File: src/rtl/warp_mem_arbiter_if.sv
// Signal bundle between warp_mem_arbiter, its two requesters and the memory port.
// The arbiter takes the slave view; the surrounding blocks take the master view.
interface warp_mem_arbiter_if #(
    parameter int ADDR_WIDTH = 39,
    parameter int DATA_WIDTH = 64
);
    localparam int MASK_WIDTH = DATA_WIDTH / 8;

    logic                  i_flush;

    logic                  i_if_req;
    logic [ADDR_WIDTH-1:0] i_if_addr;
    logic                  o_if_gnt;
    logic                  o_if_valid;
    logic [DATA_WIDTH-1:0] o_if_rdata;

    logic                  i_ls_req;
    logic                  i_ls_wen;
    logic [ADDR_WIDTH-1:0] i_ls_addr;
    logic [DATA_WIDTH-1:0] i_ls_wdata;
    logic [MASK_WIDTH-1:0] i_ls_wmask;
    logic                  o_ls_gnt;
    logic                  o_ls_valid;
    logic [DATA_WIDTH-1:0] o_ls_rdata;

    logic                  o_mem_req;
    logic                  o_mem_wen;
    logic [ADDR_WIDTH-1:0] o_mem_addr;
    logic [DATA_WIDTH-1:0] o_mem_wdata;
    logic [MASK_WIDTH-1:0] o_mem_wmask;
    logic                  i_mem_ready;
    logic                  i_mem_valid;
    logic [DATA_WIDTH-1:0] i_mem_rdata;

    modport slave (
        input  i_flush,
        input  i_if_req, i_if_addr,
        output o_if_gnt, o_if_valid, o_if_rdata,
        input  i_ls_req, i_ls_wen, i_ls_addr, i_ls_wdata, i_ls_wmask,
        output o_ls_gnt, o_ls_valid, o_ls_rdata,
        output o_mem_req, o_mem_wen, o_mem_addr, o_mem_wdata, o_mem_wmask,
        input  i_mem_ready, i_mem_valid, i_mem_rdata
    );

    modport master (
        output i_flush,
        output i_if_req, i_if_addr,
        input  o_if_gnt, o_if_valid, o_if_rdata,
        output i_ls_req, i_ls_wen, i_ls_addr, i_ls_wdata, i_ls_wmask,
        input  o_ls_gnt, o_ls_valid, o_ls_rdata,
        input  o_mem_req, o_mem_wen, o_mem_addr, o_mem_wdata, o_mem_wmask,
        output i_mem_ready, i_mem_valid, i_mem_rdata
    );
endinterface

File: src/rtl/warp_mem_arbiter.sv
// Round-robin arbiter sharing one memory port between fetch and LSU, with a single
// outstanding transaction and flush-based discard of in-flight fetch responses.
module warp_mem_arbiter #(
    parameter int ADDR_WIDTH = 39,
    parameter int DATA_WIDTH = 64
) (
    input logic               i_clk,
    input logic               i_rst_n,
    warp_mem_arbiter_if.slave bus
);
    localparam int MASK_WIDTH = DATA_WIDTH / 8;

    typedef enum logic [1:0] {S_IDLE, S_REQ, S_WAIT} state_e;
    typedef enum logic {OWN_FETCH = 1'b0, OWN_LSU = 1'b1} owner_e;

    state_e                state_q, state_d;
    owner_e                owner_q, owner_d;
    owner_e                last_owner_q, last_owner_d;
    logic                  kill_q, kill_d;
    logic [ADDR_WIDTH-1:0] addr_q, addr_d;
    logic                  wen_q, wen_d;
    logic [DATA_WIDTH-1:0] wdata_q, wdata_d;
    logic [MASK_WIDTH-1:0] wmask_q, wmask_d;
    logic                  if_valid_q, if_valid_d;
    logic                  ls_valid_q, ls_valid_d;
    logic [DATA_WIDTH-1:0] if_rdata_q, if_rdata_d;
    logic [DATA_WIDTH-1:0] ls_rdata_q, ls_rdata_d;
    logic                  if_gnt, ls_gnt;
    logic                  if_req_m;
    logic                  fetch_flush;

    always_ff @(posedge i_clk or negedge i_rst_n) begin
        if (!i_rst_n) begin
            state_q      <= S_IDLE;
            owner_q      <= OWN_FETCH;
            last_owner_q <= OWN_FETCH;
            kill_q       <= 1'b0;
            addr_q       <= '0;
            wen_q        <= 1'b0;
            wdata_q      <= '0;
            wmask_q      <= '0;
            if_valid_q   <= 1'b0;
            ls_valid_q   <= 1'b0;
            if_rdata_q   <= '0;
            ls_rdata_q   <= '0;
        end else begin
            state_q      <= state_d;
            owner_q      <= owner_d;
            last_owner_q <= last_owner_d;
            kill_q       <= kill_d;
            addr_q       <= addr_d;
            wen_q        <= wen_d;
            wdata_q      <= wdata_d;
            wmask_q      <= wmask_d;
            if_valid_q   <= if_valid_d;
            ls_valid_q   <= ls_valid_d;
            if_rdata_q   <= if_rdata_d;
            ls_rdata_q   <= ls_rdata_d;
        end
    end

    // A flush while idle only suppresses the fetch request; once a fetch is
    // outstanding it marks the transaction killed instead.
    assign if_req_m    = bus.i_if_req & ~bus.i_flush;
    assign fetch_flush = bus.i_flush & (owner_q == OWN_FETCH);

    always_comb begin
        state_d      = state_q;
        owner_d      = owner_q;
        last_owner_d = last_owner_q;
        kill_d       = kill_q;
        addr_d       = addr_q;
        wen_d        = wen_q;
        wdata_d      = wdata_q;
        wmask_d      = wmask_q;
        if_valid_d   = 1'b0;
        ls_valid_d   = 1'b0;
        if_rdata_d   = if_rdata_q;
        ls_rdata_d   = ls_rdata_q;
        if_gnt       = 1'b0;
        ls_gnt       = 1'b0;

        case (state_q)
            S_IDLE: begin
                if (bus.i_ls_req && (!if_req_m || last_owner_q == OWN_FETCH)) begin
                    ls_gnt       = 1'b1;
                    owner_d      = OWN_LSU;
                    last_owner_d = OWN_LSU;
                    kill_d       = 1'b0;
                    addr_d       = bus.i_ls_addr;
                    wen_d        = bus.i_ls_wen;
                    wdata_d      = bus.i_ls_wdata;
                    wmask_d      = bus.i_ls_wmask;
                    state_d      = S_REQ;
                end else if (if_req_m) begin
                    if_gnt       = 1'b1;
                    owner_d      = OWN_FETCH;
                    last_owner_d = OWN_FETCH;
                    kill_d       = 1'b0;
                    addr_d       = bus.i_if_addr;
                    wen_d        = 1'b0;
                    wdata_d      = '0;
                    wmask_d      = '0;
                    state_d      = S_REQ;
                end
            end
            S_REQ: begin
                if (fetch_flush) kill_d = 1'b1;
                if (bus.i_mem_ready) state_d = S_WAIT;
            end
            S_WAIT: begin
                if (fetch_flush) kill_d = 1'b1;
                if (bus.i_mem_valid) begin
                    state_d = S_IDLE;
                    if (owner_q == OWN_LSU) begin
                        ls_rdata_d = bus.i_mem_rdata;
                        ls_valid_d = 1'b1;
                    end else if (!(kill_q || bus.i_flush)) begin
                        if_rdata_d = bus.i_mem_rdata;
                        if_valid_d = 1'b1;
                    end
                end
            end
            default: state_d = S_IDLE;
        endcase
    end

    assign bus.o_if_gnt    = if_gnt;
    assign bus.o_ls_gnt    = ls_gnt;
    assign bus.o_if_valid  = if_valid_q;
    assign bus.o_ls_valid  = ls_valid_q;
    assign bus.o_if_rdata  = if_rdata_q;
    assign bus.o_ls_rdata  = ls_rdata_q;
    assign bus.o_mem_req   = (state_q == S_REQ);
    assign bus.o_mem_wen   = wen_q;
    assign bus.o_mem_addr  = addr_q;
    assign bus.o_mem_wdata = wdata_q;
    assign bus.o_mem_wmask = wmask_q;
endmodule

File: src/flat_wrapper.sv
// flat-port wrapper written by rule: the top's interface ports become plain ports
module warp_mem_arbiter_flat 
#(
    parameter int ADDR_WIDTH = 39,
    parameter int DATA_WIDTH = 64
)
  (i_clk, i_rst_n, bus_i_flush, bus_i_if_req, bus_i_if_addr, bus_o_if_gnt, bus_o_if_valid, bus_o_if_rdata, bus_i_ls_req, bus_i_ls_wen, bus_i_ls_addr, bus_i_ls_wdata, bus_i_ls_wmask, bus_o_ls_gnt, bus_o_ls_valid, bus_o_ls_rdata, bus_o_mem_req, bus_o_mem_wen, bus_o_mem_addr, bus_o_mem_wdata, bus_o_mem_wmask, bus_i_mem_ready, bus_i_mem_valid, bus_i_mem_rdata);
  warp_mem_arbiter_if #(.ADDR_WIDTH(ADDR_WIDTH), .DATA_WIDTH(DATA_WIDTH)) bus_i ();
  input logic i_clk;
  input logic i_rst_n;
  input wire logic [$bits(bus_i.i_flush)-1:0] bus_i_flush;
  input wire logic [$bits(bus_i.i_if_req)-1:0] bus_i_if_req;
  input wire logic [$bits(bus_i.i_if_addr)-1:0] bus_i_if_addr;
  output wire logic [$bits(bus_i.o_if_gnt)-1:0] bus_o_if_gnt;
  output wire logic [$bits(bus_i.o_if_valid)-1:0] bus_o_if_valid;
  output wire logic [$bits(bus_i.o_if_rdata)-1:0] bus_o_if_rdata;
  input wire logic [$bits(bus_i.i_ls_req)-1:0] bus_i_ls_req;
  input wire logic [$bits(bus_i.i_ls_wen)-1:0] bus_i_ls_wen;
  input wire logic [$bits(bus_i.i_ls_addr)-1:0] bus_i_ls_addr;
  input wire logic [$bits(bus_i.i_ls_wdata)-1:0] bus_i_ls_wdata;
  input wire logic [$bits(bus_i.i_ls_wmask)-1:0] bus_i_ls_wmask;
  output wire logic [$bits(bus_i.o_ls_gnt)-1:0] bus_o_ls_gnt;
  output wire logic [$bits(bus_i.o_ls_valid)-1:0] bus_o_ls_valid;
  output wire logic [$bits(bus_i.o_ls_rdata)-1:0] bus_o_ls_rdata;
  output wire logic [$bits(bus_i.o_mem_req)-1:0] bus_o_mem_req;
  output wire logic [$bits(bus_i.o_mem_wen)-1:0] bus_o_mem_wen;
  output wire logic [$bits(bus_i.o_mem_addr)-1:0] bus_o_mem_addr;
  output wire logic [$bits(bus_i.o_mem_wdata)-1:0] bus_o_mem_wdata;
  output wire logic [$bits(bus_i.o_mem_wmask)-1:0] bus_o_mem_wmask;
  input wire logic [$bits(bus_i.i_mem_ready)-1:0] bus_i_mem_ready;
  input wire logic [$bits(bus_i.i_mem_valid)-1:0] bus_i_mem_valid;
  input wire logic [$bits(bus_i.i_mem_rdata)-1:0] bus_i_mem_rdata;
  assign bus_i.i_flush = bus_i_flush;
  assign bus_i.i_if_req = bus_i_if_req;
  assign bus_i.i_if_addr = bus_i_if_addr;
  assign bus_o_if_gnt = bus_i.o_if_gnt;
  assign bus_o_if_valid = bus_i.o_if_valid;
  assign bus_o_if_rdata = bus_i.o_if_rdata;
  assign bus_i.i_ls_req = bus_i_ls_req;
  assign bus_i.i_ls_wen = bus_i_ls_wen;
  assign bus_i.i_ls_addr = bus_i_ls_addr;
  assign bus_i.i_ls_wdata = bus_i_ls_wdata;
  assign bus_i.i_ls_wmask = bus_i_ls_wmask;
  assign bus_o_ls_gnt = bus_i.o_ls_gnt;
  assign bus_o_ls_valid = bus_i.o_ls_valid;
  assign bus_o_ls_rdata = bus_i.o_ls_rdata;
  assign bus_o_mem_req = bus_i.o_mem_req;
  assign bus_o_mem_wen = bus_i.o_mem_wen;
  assign bus_o_mem_addr = bus_i.o_mem_addr;
  assign bus_o_mem_wdata = bus_i.o_mem_wdata;
  assign bus_o_mem_wmask = bus_i.o_mem_wmask;
  assign bus_i.i_mem_ready = bus_i_mem_ready;
  assign bus_i.i_mem_valid = bus_i_mem_valid;
  assign bus_i.i_mem_rdata = bus_i_mem_rdata;
  warp_mem_arbiter #(.ADDR_WIDTH(ADDR_WIDTH), .DATA_WIDTH(DATA_WIDTH)) u_core (.i_clk(i_clk), .i_rst_n(i_rst_n), .bus(bus_i));
endmodule
File: config.mk
export PLATFORM = sky130hd
export DESIGN_NAME = warp_mem_arbiter_flat
export DESIGN_NICKNAME = d
export VERILOG_FILES = /design/src/rtl/warp_mem_arbiter_if.sv /design/src/rtl/warp_mem_arbiter.sv /design/src/flat_wrapper.sv
export SDC_FILE = /design/constraint.sdc
export NUM_CORES = 1
export LEC_CHECK = 0
export ABC_AREA = 1
export BUFFER_PORTS_ARGS = -buffer_cell sky130_fd_sc_hd__buf_2
export CAP_MARGIN = 30
export CORE_AREA = 2 2 183 185
export CTS_BUF_LIST = sky130_fd_sc_hd__clkbuf_16
export DETAILED_ROUTE_END_ITERATION = 8
export DIE_AREA = 0 0 185 187
export HOLD_SLACK_MARGIN = 0.08
export PLACE_DENSITY_LB_ADDON = 0.25
export SLEW_MARGIN = 5
export SYNTH_ARGS = -nofsm -noshare
export SYNTH_HDL_FRONTEND = slang
export SYNTH_SLANG_ARGS = --single-unit
File: constraint.sdc
create_clock -name i_clk -period 2.2 [get_ports i_clk]
set_clock_uncertainty 0.05 [all_clocks]
set_input_delay 0.55 -clock i_clk [delete_from_list [all_inputs] [get_ports i_clk]]
set_output_delay 0.55 -clock i_clk [all_outputs]
set_load 0.01 [all_outputs]
==> metrics.cfg, run 1 <==
[die]
die-area_um2 = 34600
fp.dieW_um = 185
fp.dieH_um = 187
core_area_um2 = 32900
rows = 67
start_util_pct = 30.5
pin_count = 467

[clock_network]
clock_latency_ps = 530
numCtsBuffers = 28
clock_path_buffers = 3
clkTransAtPathRegs_ps = 60
root_buffer = clkbuf_16
clkSinkCount = 246
cts_tree = built
htree_levels = 1

[routing]
drtIter0Drc = 462
vias_per_cell = 4.32
ant_nets = 0
wire_per_inst_um = 14.8
drc = 0
wl_mm = 31.1
via_count = 9065
first_pass_iters = 5

[setup_path]
crit_path_end_kind = output port
cp.arrival_ps = 1540
ff2ff_setup_slack_ps = 350
crit_end = bus_o_ls_gnt
start_kind = flop
critPathLaunch = u_core.state_q[0]
critPathKind = reg -> out
crit_required_ps = 1600
crit_fanout = 3
r2r.worst_path.cells = 8
worstReg2RegEnd = u_core.bus.o_if_rdata[15]
reg2reg_from = u_core.state_q[0]

[pwr]
vdd.ir_drop.worst_v = 0.000682
power.density_nw_per_um2 = 1360
power.leakage_nw = 8.30

[place]
post-dp-hpwl_mm = 22.8
port-buffer-count = 466
dpl_cell_area_um2 = 12900
place_congestion = 0.789

[outcome]
outcome = finished clean

[hold_path]
hp-class = in -> reg

[sta]
worst_slew_pin_slew_ps = 536
fmax_mhz = 466
rsz0062_at_grt = yes
finalCritPeriodShare_pct = 97.5
slew_headroom_pct = 64.3
drv_slew = 0
hold_viol = 0
min_period_ps = 2140
setup_viol = 0

[logic_synthesis]
syn_inst = 1166
ys_ff_latch = 246
synth_area_um2 = 10000
async_flop_share_pct = 100
synth_common_cells = nand2_1 (476), dfrtp_1 (246), inv_1 (150)
avgSynthCellArea_um2 = 8.61
ys_warn_count = 0
yosysUniqueCellTypes = 18
syn_nets = 1392
yosysTopAreaCellShare_pct = 61.3
ys_seq_area_share_pct = 61.3
yosysTopAreaCell = dfrtp_1
yosysMostFrequentCell = nand2_1
yosys_most_used_dff = dfrtp_1
ys_top_cells_by_area = dfrtp_1 (61%), nand2_1 (18%), o21ai_0 (6.5%)
synth-edff-count = 0

[grt]
grt_use_total_pct = 17.5
grt_start_max_net_pins = 130
grt_pass1_wl_mm = 48.7
grt_pass1_vias = 9001
globalRouteOverflowTotal = 0
antenna_found_initial = 4

[final_layout]
nNetsFinal = 1856
fin_util_pct = 42.4
fin_area_um2 = 13900
multi_input_area_um2 = 3020
drive_above_1_share_pct = 33.5
fill_cells = 3377
ff_latch_area_um2 = 6160
area_delta_synth_final_pct = 38.8

[job]
maxCapViolCount = 0

[cell families after synthesis]
group / synth area share (%)
flip-flops: 61.3
AO/OA/AOI/OAI: 6.57
AND/OR/NAND/NOR: 22.4
buffers and inverters: 9.16
adder cells (fa/ha/maj): 0.499
[critical path, cell delays in order, from the launching register on]
cell,delay [ps]
dfrtp_1,400
inv_2,90
ha_4,150
inv_2,50
nor2_4,180
buf_6,140
[through the flow]
step           total power [mW]  setup slack (ps)  hold slack, ps  TNS (ps)  instances
2_1_floorplan              11.0               429             204         0       1166
3_3_place_gp               14.2               335             408         0       2041
3_5_place_dp               14.3               333             410         0       2041
4_1_cts                    19.3             -1.29             124     -1.29       2097
5_1_grt                    20.5             -16.6             138     -18.1       2099
6_report                   19.0              55.6             156         0       2100
[where the power goes]
part,switching (mW),leakage (nW),internal [mW],total (mW)
Sequential,1.02,3.12,6.49,7.51
Clock,1.85,0.466,2.83,4.68
Combinational,4.09,4.71,2.73,6.82
[layout by cell type (no fill, tap or decap), drive strengths merged]
| cell type | n |
|---|---|
| a21oi | 1 |
| clkinv | 12 |
| dfrtp | 246 |
| buf | 498 |
| diode | 2 |
| clkinvlp | 1 |
| nor2 | 3 |
| o21ai | 130 |
| inv | 157 |
| nand3 | 83 |
| nand2 | 478 |
| clkbuf | 29 |
| ha | 4 |
| dlygate4sd3 | 1 |
| nand4 | 2 |
| nand3b | 1 |
| bufinv | 4 |
[routing by layer]
layer | vias up | wire length [µm] | part of all wire (%) | track usage (%)
met5 | - | 29 | 0.093 | 0
met4 | 4 | 1010 | 3.2 | 5.95
met3 | 63 | 3020 | 9.7 | 5.90
met2 | 361 | 14800 | 47 | 29.8
met1 | 4156 | 12300 | 40 | 20.6
li1 | 4481 | - | - | -
[flip-flops by register name, summed over array words and instances, names as in the netlist, 2 cells and up]
name and flops:
u_core.bus.o_if_rdata 64, u_core.bus.o_ls_rdata 64, u_core.bus.o_mem_wdata 64, u_core.bus.o_mem_addr 39
u_core.bus.o_mem_wmask 8, u_core.state_q 2
[worst min path at each step]
stage	startpoint	endpoint	slack, ps	cells past startpoint
final	bus_i_ls_wmask[3]	u_core.bus.o_mem_wmask[3]	160	3
after global routing	bus_i_ls_wdata[63]	u_core.bus.o_mem_wdata[63]	140	3
after CTS	bus_i_ls_wmask[3]	u_core.bus.o_mem_wmask[3]	120	3
after detailed placement	u_core.bus.o_mem_addr[28]	u_core.bus.o_mem_addr[28]	410	2
after global placement	u_core.bus.o_mem_addr[1]	u_core.bus.o_mem_addr[1]	410	2
after floorplan	i_rst_n	u_core.bus.o_if_rdata[0]	200	0
[cell type report]
type	count	share of cell area, %
well taps	448	4.02
clock buffers	29	5.21
repair buffers	499	19.4
inverters	153	4.12
flip-flops and latches	246	44.2
diodes	2	0.0359
clock inverters	21	1.39
multi-input cells	702	21.7
[what timing repair did]
action | 4_1_cts | 5_1_grt
endpoints found under the hold margin | 52 | 0
hold buffers | 1 | 0
buffers inserted | 5 | 1
setup endpoints to repair | 2 | 2
gates resized for setup | 9 | 4
pin swaps | 3 | 2
No activity file was read; power rests on OpenSTA's default activity.
==> run 2, diff against run 1 <==
--- a/config.mk
+++ b/config.mk
@@ -14,6 +14,7 @@
 export DIE_AREA = 0 0 185 187
 export HOLD_SLACK_MARGIN = 0.08
 export PLACE_DENSITY_LB_ADDON = 0.25
+export RECOVER_POWER = 50
 export SLEW_MARGIN = 5
 export SYNTH_ARGS = -nofsm -noshare
 export SYNTH_HDL_FRONTEND = slang
==> metrics.cfg, run 2 (synthesized netlist as in run 1, its figures left out) <==
[clock_network]
clock_latency_ps = 530  ; about the same
numCtsBuffers = 28  ; unchanged
htree_levels = 1  ; unchanged
cts_tree = built  ; unchanged
clkTransAtPathRegs_ps = 60  ; about the same
clock_path_buffers = 3  ; unchanged
clkSinkCount = 246  ; unchanged
root_buffer = clkbuf_16  ; unchanged

[sta]
rsz0062_at_grt = yes  ; unchanged
worst_slew_pin_slew_ps = 916  ; was 536 ps
setup_viol = 0  ; unchanged
fin_tns_setup_ps = 0  ; unchanged
min_period_ps = 2140  ; about the same
timing.hold.ws_ps = 156  ; about the same
drv_slew = 0  ; unchanged
finalCritPeriodShare_pct = 97.4  ; was 97.5%
slew_headroom_pct = 39.0  ; was 64.3%
fmax_mhz = 467  ; was 466 MHz
hold_viol = 0  ; unchanged

[setup_path]
critical-path-max-stage-delay_ps = 400  ; about the same
cp.arrival_ps = 1540  ; about the same
slowest_stage = dfrtp_1  ; unchanged
critPathKind = reg -> out  ; unchanged
crit_required_ps = 1600  ; about the same
start_kind = flop  ; unchanged
path_cells = inv_2 > ha_4 > inv_2 > nor2_4 > buf_6  ; unchanged
worstReg2RegEnd = u_core.bus.o_if_rdata[15]  ; unchanged
reg2reg_from = u_core.state_q[0]  ; unchanged
crit_path_end_kind = output port  ; unchanged
cp_common_cell = inv_2  ; unchanged
crit_fanout = 3  ; unchanged
ff2ff_setup_slack_ps = 350  ; about the same
r2r.worst_path.cells = 8  ; unchanged

[final_layout]
mostFrequentLayoutCells = nand2_1 (475), buf_2 (463), dfrtp_1 (245), inv_1 (152), o21ai_0 (130)  ; unchanged
drive_above_1_share_pct = 33.3  ; was 33.5%
area_delta_synth_final_pct = 38.3  ; was 38.8%
nNetsFinal = 1856  ; unchanged
mostFrequentLayoutCell = nand2_1  ; unchanged

[hold_path]
hp-class = in -> reg  ; unchanged
holdPathStages = 3  ; unchanged
hold_end = u_core.bus.o_mem_wmask[3]  ; unchanged
hold_start = bus_i_ls_wmask[3]  ; unchanged

[place]
place_congestion = 0.789  ; unchanged
post-dp-hpwl_mm = 22.8  ; unchanged
port-buffer-count = 466  ; unchanged

[grt]
grt_pass1_wl_mm = 48.7  ; unchanged
antenna_found_initial = 4  ; unchanged
grt_use_total_pct = 17.5  ; unchanged
grt_start_max_net_pins = 130  ; unchanged
globalRouteOverflowTotal = 0  ; unchanged
grt_pass1_vias = 9001  ; unchanged

[die]
die-area_um2 = 34600  ; unchanged
pin_count = 467  ; unchanged
start_util_pct = 30.5  ; unchanged
fp.dieH_um = 187  ; unchanged
rows = 67  ; unchanged
core_area_um2 = 32900  ; unchanged
fp.dieW_um = 185  ; unchanged

[routing]
drtIter0Drc = 480  ; was 462
first_pass_iters = 4  ; was 5
via_count = 9049  ; was 9065
ant_nets = 0  ; unchanged
drc = 0  ; unchanged
vias_per_cell = 4.31  ; was 4.32
wire_per_inst_um = 14.8  ; about the same
wl_mm = 31.2  ; was 31.1 mm

[job]
maxCapViolCount = 0  ; unchanged

[outcome]
outcome = finished clean  ; unchanged

[pwr]
power.density_nw_per_um2 = 1370  ; was 1360 nW/µm²
vdd.ir_drop.worst_v = 0.000681  ; was 0.000682 V
power.leakage_nw = 8.27  ; was 8.30 nW

run 2: changes by cell type in the layout (fill, tap and decap cells not counted), sizes merged:
| cell | delta |
|---|---|
| clkbuf | +10 |
| buf | -10 |
run 2: cell type report:
| type | instances | area, µm² |
|---|---|---|
| Tap cell | 448 | 561 |
| Antenna cell | 2 | 5.00 |
| Clock buffer | 29 | 726 |
| Fill cell | 3384 | 19000 |
| Inverter | 153 | 574 |
| Timing Repair Buffer | 499 | 2640 |
| Multi-Input combinational cell | 702 | 3020 |
| Sequential cell | 246 | 6160 |
| Clock inverter | 21 | 194 |
run 2: how the worst max path moves through the flow:
stage | slack (ps) | end | from | cells past startpoint
after floorplan | 430 | bus_o_if_gnt | bus_i_ls_req | 5
after global placement | 340 | bus_o_ls_gnt | bus_i_flush | 6
after detailed placement | 330 | u_core.bus.o_mem_wdata[28] | bus_i_flush | 8
after CTS | -1 | bus_o_ls_gnt | u_core.state_q[1] | 5
after global routing | -20 | bus_o_ls_gnt | u_core.state_q[0] | 5
final | 60 | bus_o_ls_gnt | u_core.state_q[0] | 5
run 2: stage by stage:
step | area (µm²) | util [%] | setup WS, ps | power, mW | std cells
after floorplan | 10000 | - | 429 | 11.0 | 1166
after global placement | 12900 | 39.3 | 335 | 14.2 | 2041
after detailed placement | 12900 | 39.3 | 333 | 14.3 | 2041
after CTS | 13900 | 42.3 | -1.29 | 19.3 | 2097
after global routing | 13900 | 42.2 | -16.6 | 20.4 | 2099
final | 13900 | 42.2 | 57.2 | 19.0 | 2100
run 2: what timing repair did:
| action | CTS | global route |
|---|---|---|
| hold buffers | 1 | 0 |
| pin swaps | 3 | 2 |
| setup endpoints to repair | 2 | 2 |
| endpoints found under the hold margin | 52 | 0 |
| gates resized for setup | 9 | 4 |
| buffers inserted | 5 | 1 |
run 2: layer usage:
layer / part of all wire, % / track usage [%] / wire length, µm / vias to the layer above
met1: 39 / 20.6 / 12300 / 4140
met3: 9.7 / 5.90 / 3010 / 63
met2: 48 / 29.8 / 14800 / 355
met4: 3.2 / 5.95 / 1010 / 4
li1: - / - / - / 4487
met5: 0.093 / 0 / 29 / -
run 2: report_power, final:
group          total (mW)  internal [mW]  switching, mW
clock network        4.68           2.83           1.85
logic                6.81           2.72           4.09
registers            7.51           6.49           1.03
total                19.0           12.0           6.96
run 2: worst max-delay path: cells and delay by family (launching register included):
kind / cells / cell delay [ps]
AND/OR/NAND/NOR: 1 / 180
flip-flops: 1 / 400
buffers and inverters: 3 / 280
adder cells (fa/ha/maj): 1 / 150
